--- src/rtl/oam_dma_ctrl.sv ---
// OAM DMA sequencer: a write to FF46 copies LEN bytes from {base,8'h00} into OAM, one per M-cycle.
// Build option OAM_DMA_BUS_LOCK_EN: block every CPU address except HRAM while DMA is active.
module oam_dma_ctrl #(
   parameter int unsigned LEN         = 160,
   parameter int unsigned START_DELAY = 1
) (
   input  logic        clk,
   input  logic        reset,
   input  logic        mcyc_en,
   input  logic        reg_wr,
   input  logic [7:0]  reg_wdata,
   output logic [7:0]  reg_rdata,
   input  logic [15:0] cpu_addr,
   output logic        cpu_gnt,
   output logic        src_rd,
   output logic [15:0] src_addr,
   input  logic [7:0]  src_data,
   output logic        oam_wr,
   output logic [7:0]  oam_addr,
   output logic [7:0]  oam_wdata,
   output logic        dma_active,
   output logic        done
);

   localparam logic [1:0] IDLE  = 2'd0;
   localparam logic [1:0] DELAY = 2'd1;
   localparam logic [1:0] XFER  = 2'd2;

   localparam logic [7:0] LAST_IDX = 8'(LEN - 1);
   localparam logic [1:0] DLY_INIT = 2'(START_DELAY);

   logic [1:0] state;
   logic [7:0] base;
   logic [7:0] idx;
   logic [1:0] dcnt;
   logic       wr_pend;
   logic [7:0] wr_idx;
   logic [7:0] wr_data;
   logic       restart;
   logic [7:0] mbase;
   logic       blocked;

   always_ff @(posedge clk or posedge reset) begin
      if (reset) begin
         state   <= IDLE;
         base    <= 8'hFF;
         idx     <= '0;
         dcnt    <= '0;
         wr_pend <= 1'b0;
         wr_idx  <= '0;
         wr_data <= '0;
         restart <= 1'b0;
      end else if (mcyc_en) begin
         // The write stage captures the byte read this M-cycle even when FF46 is rewritten.
         wr_pend <= (state == XFER);
         if (state == XFER) begin
            wr_idx  <= idx;
            wr_data <= src_data;
         end
         if (reg_wr) begin
            base    <= reg_wdata;
            idx     <= '0;
            dcnt    <= DLY_INIT;
            state   <= (START_DELAY == 0) ? XFER : DELAY;
            restart <= (state == XFER) || restart;
         end else begin
            case (state)
               DELAY: begin
                  dcnt <= dcnt - 2'd1;
                  if (dcnt == 2'd1) begin
                     state <= XFER;
                     idx   <= '0;
                  end
               end
               XFER: begin
                  idx <= idx + 8'd1;
                  if (idx == LAST_IDX) begin
                     state   <= IDLE;
                     restart <= 1'b0;
                  end
               end
               default: begin
               end
            endcase
         end
      end
   end

   // Pulse on the edge that retires the final OAM write of a transfer that was not restarted.
   always_ff @(posedge clk or posedge reset) begin
      if (reset) begin
         done <= 1'b0;
      end else begin
         done <= mcyc_en && wr_pend && (state == IDLE);
      end
   end

   always_comb begin
      mbase      = (base >= 8'hE0) ? 8'(base - 8'h20) : base;
      src_rd     = (state == XFER);
      src_addr   = {mbase, idx};
      oam_wr     = wr_pend;
      oam_addr   = wr_idx;
      oam_wdata  = wr_data;
      reg_rdata  = base;
      dma_active = (state == XFER) || wr_pend || restart;
   end

`ifdef OAM_DMA_BUS_LOCK_EN
   always_comb begin
      blocked = !((cpu_addr >= 16'hFF80) && (cpu_addr <= 16'hFFFE));
      cpu_gnt = !(dma_active && blocked);
   end
`else
   // Only OAM and the 8 KiB region currently being sourced conflict with the DMA.
   always_comb begin
      blocked = (cpu_addr[15:8] == 8'hFE) || (cpu_addr[15:13] == src_addr[15:13]);
      cpu_gnt = !(dma_active && blocked);
   end
`endif

endmodule
--- config.mk ---
export PLATFORM = sky130hd
export DESIGN_NAME = oam_dma_ctrl
export DESIGN_NICKNAME = d
export VERILOG_FILES = /design/src/rtl/oam_dma_ctrl.sv
export SDC_FILE = /design/constraint.sdc
export NUM_CORES = 1
export LEC_CHECK = 0
export CAP_MARGIN = 5
export CELL_PAD_IN_SITES_DETAIL_PLACEMENT = 1
export CELL_PAD_IN_SITES_GLOBAL_PLACEMENT = 1
export CORE_AREA = 2 2 92 67
export DETAILED_ROUTE_END_ITERATION = 12
export DIE_AREA = 0 0 94 69
export PLACE_DENSITY = 0.93
export SLEW_MARGIN = 10
export SYNTH_ARGS = -nofsm -noshare
export SYNTH_HDL_FRONTEND = slang
export SYNTH_SLANG_ARGS = --single-unit
--- constraint.sdc ---
create_clock -name clk -period 3.2 [get_ports clk]
set_clock_uncertainty 0.2 [all_clocks]
set_input_delay 0.64 -clock clk [delete_from_list [all_inputs] [get_ports clk]]
set_output_delay 0.64 -clock clk [all_outputs]
set_load 0.1 [all_outputs]
==> reports/results.tsv, run 1 <==
metric	value	unit
status	complete, no violations	
initial_core_util	33.1	%
drt-initial-drc-count	50	
postRouteAntennaNets	0	
ioPinCount	81	
wl_per_cell	15.8	um
grt_use_total	15.9	%
yosys.cell_types.count	38	
antenna_found_initial	0	
grt_pass1_vias	1623	
chipHeight	69	um
crit_type	reg -> out	
cp-start-kind	register	
ys_seq_area_share	53.0	%
max_freq	327	MHz
core_area	0.00561	mm2
cts_inserted_buffers	5	
p_leak	1.22	nW
clk_path_buf_depth	2	
cpLargestDelayFamily	flip-flops	
crit-reg2reg-launch	state[1]$_DFFE_PP0P_	
io_buffers	72	
worstPathRequired	2360	ps
synthFlopType	dfrtp_1	
mostFrequentLayoutCell	buf_4	
cts_sinks	39	
path_max_fanout	9	
ctsHoldBuffers	0	
yosys_warnings	0	
setup_viol	0	
power.share.clock	15.2	%
finalCriticalPeriod	3060	ps
swShare	52.6	%
cpMaxStageDelayCell	dfstp_4	
htree_levels	2	
hold_start	restart$_DFFE_PP0P_	
path_cells	inv_1 -> ha_1 -> nand3_1 -> a32o_2 -> nor4_4 -> o21ai_4 -> buf_12	
async_flop_share	100	%
dieArea	0.00649	mm2
grt_max_degree	40	
grt_pass1_wl	8170	um
synth_seq_cells	39	
power_density	846	mW/mm2
clk_pin_slew	70	ps
clk_latency	290	ps
hold_viol_final	0	
finalSetupTns	0	ps
cap_violations	0	
drv_slew	0	
path_buf_inv	2	
place_inst	302	
dpl.hpwl	3690	um
worst_slew_pin_slew	570	ps
via_per_inst	4.87	
synthToLayoutAreaGrowth	43.3	%
p_seq_share	30.1	%
drc	0	
maxSlewHeadroom	62.0	%
hold_class	reg -> reg	
ctsRootBufferMaster	clkbuf_8	
syn_nets	203	
combPwrFrac	54.7	%
finalWirelength	4890	um
drt-pass1-iter-count	4	
grt_setup_unrepaired	no	
rows	23	
final_nets	273	
crit_arrival	2220	ps
utilization	47.5	%
antenna_cells	0	
p_switching	1.18	mW
cp-end-kind	output port	
synthesis.area	0.00186	mm2
hold_slack	290	ps
synth-edff-count	0	
drive_gt1_share	39.1	%
place.gp.congestion	0.752	
cts_tree	done	
final_cell_mix	44 x buf_4, 31 x dfrtp_1, 27 x clkdlybuf4s50_1, 23 x mux2_2, 15 x nand2_1	
cp_slowest_stage_delay	680	ps
synth.avg_cell_area	11.3	um2
p_int	1.07	mW
ir_drop	0.000685	V
syn_inst	164	
fin_crit_sh	95.5	%
via_count	1510	
crit_start	reg_rdata[6]$_DFFE_PP1P_	
grt_overflow_total	0	
fin_cells	310	
die_w	94	um
[flip-flops by register name, summed over array words and instances, names as in the netlist]
| register | flops |
|---|---|
| oam_wdata | 8 |
| dcnt | 2 |
| state | 2 |
| reg_rdata | 8 |
| oam_wr | 1 |
| restart | 1 |
| oam_addr | 8 |
| done | 1 |
| idx | 8 |
[power by group through the flow]
| stage | clock [mW] | sequential, mW | combinational, mW |
|---|---|---|---|
| after global routing | 0.378 | 0.695 | 1.28 |
| after global placement | 0 | 0.680 | 1.21 |
| after floorplan | 0 | 1.26 | 0.395 |
| final | 0.342 | 0.679 | 1.23 |
| after CTS | 0.355 | 0.680 | 1.24 |
| after detailed placement | 0 | 0.687 | 1.23 |
[synthesized netlist by cell type (all sizes together) (2+ instances only)]
master  number  area [um2]
dfrtp       31         776
mux2        23         259
nand2       16        62.6
o21ai       14        70.1
buf          9        63.8
inv          9        33.8
dfstp        8         210
nand3        7        35.0
o31ai        5        51.3
nor2         4        15.0
nor2b        4        27.5
a21boi       3        22.5
a32o         3        30.0
and2         3        18.8
ha           3        37.5
a21oi        2        10.0
and3         2        12.5
nand4        2        12.5
nor4         2        12.5
or4          2        15.0
[area by class of cell]
cell class / instances / area (um2)
repair buffers: 73 / 641
clock buffers: 7 / 86.3
well taps: 75 / 93.8
multi-input cells: 106 / 811
flip-flops and latches: 39 / 993
fillers: 617 / 2950
clock inverters: 1 / 5.00
inverters: 9 / 33.8
[cell families (layout without fill, tap and decap cells)]
| logic type | Yosys count | after routing | share of synthesized area [%] |
|---|---|---|---|
| AND/OR/NAND/NOR | 49 | 49 | 14.1 |
| AO/OA/AOI/OAI | 31 | 31 | 11.4 |
| adder cells (fa/ha/maj) | 3 | 3 | 2.02 |
| flip-flops | 39 | 39 | 53.0 |
| multiplexers | 23 | 23 | 13.9 |
| buffers and inverters | 19 | 90 | 5.45 |
[timing repair]
action | in CTS | in global routing
endpoints found under the setup margin | 1 | 1
buffers inserted | 0 | 0
gates resized for setup | 2 | 1
pin swaps | 0 | 1
[metal layers]
metal | vias up | global-route usage [%] | wire length, um
li1 | 716 | - | -
met1 | 730 | 20.9 | 2180
met2 | 55 | 24.8 | 2340
met3 | 9 | 5.03 | 301
met4 | 0 | 4.99 | 71
met5 | - | 0 | 0
[worst paths after layout]
| path | end | slack, ps | cells past startpoint |
|---|---|---|---|
| min in group asynchronous | idx[4]$_DFFE_PP0P_ | 610 | 3 |
| setup / recovery | cpu_gnt | 140 | 7 |
| max in group asynchronous | reg_rdata[7]$_DFFE_PP1P_ | 1840 | 3 |
| setup reg to reg | idx[7]$_DFFE_PP0P_ | 1140 | 4 |
| hold reg to reg | restart$_DFFE_PP0P_ | 290 | 1 |
| hold / removal | restart$_DFFE_PP0P_ | 290 | 1 |
[per-stage QoR]
step / area (um2) / power [mW] / setup WS (ps)
after floorplan: 1890 / 1.65 / 73.1
after global placement: 2560 / 1.89 / 204
after detailed placement: 2560 / 1.92 / 151
after CTS: 2660 / 2.27 / 16.4
after global routing: 2660 / 2.35 / 8.59
final: 2660 / 2.25 / 143
Note: power is estimated with default switching activity, not from simulation.
==> run 2, diff against run 1 <==
--- a/config.mk
+++ b/config.mk
@@ -9,6 +9,7 @@
 export CELL_PAD_IN_SITES_DETAIL_PLACEMENT = 1
 export CELL_PAD_IN_SITES_GLOBAL_PLACEMENT = 1
 export CORE_AREA = 2 2 92 67
+export CTS_CLUSTER_SIZE = 25
 export DETAILED_ROUTE_END_ITERATION = 12
 export DIE_AREA = 0 0 94 69
 export PLACE_DENSITY = 0.93
==> results of run 2 <==
Final layout, timing and power as in run 1 (identical DEF).
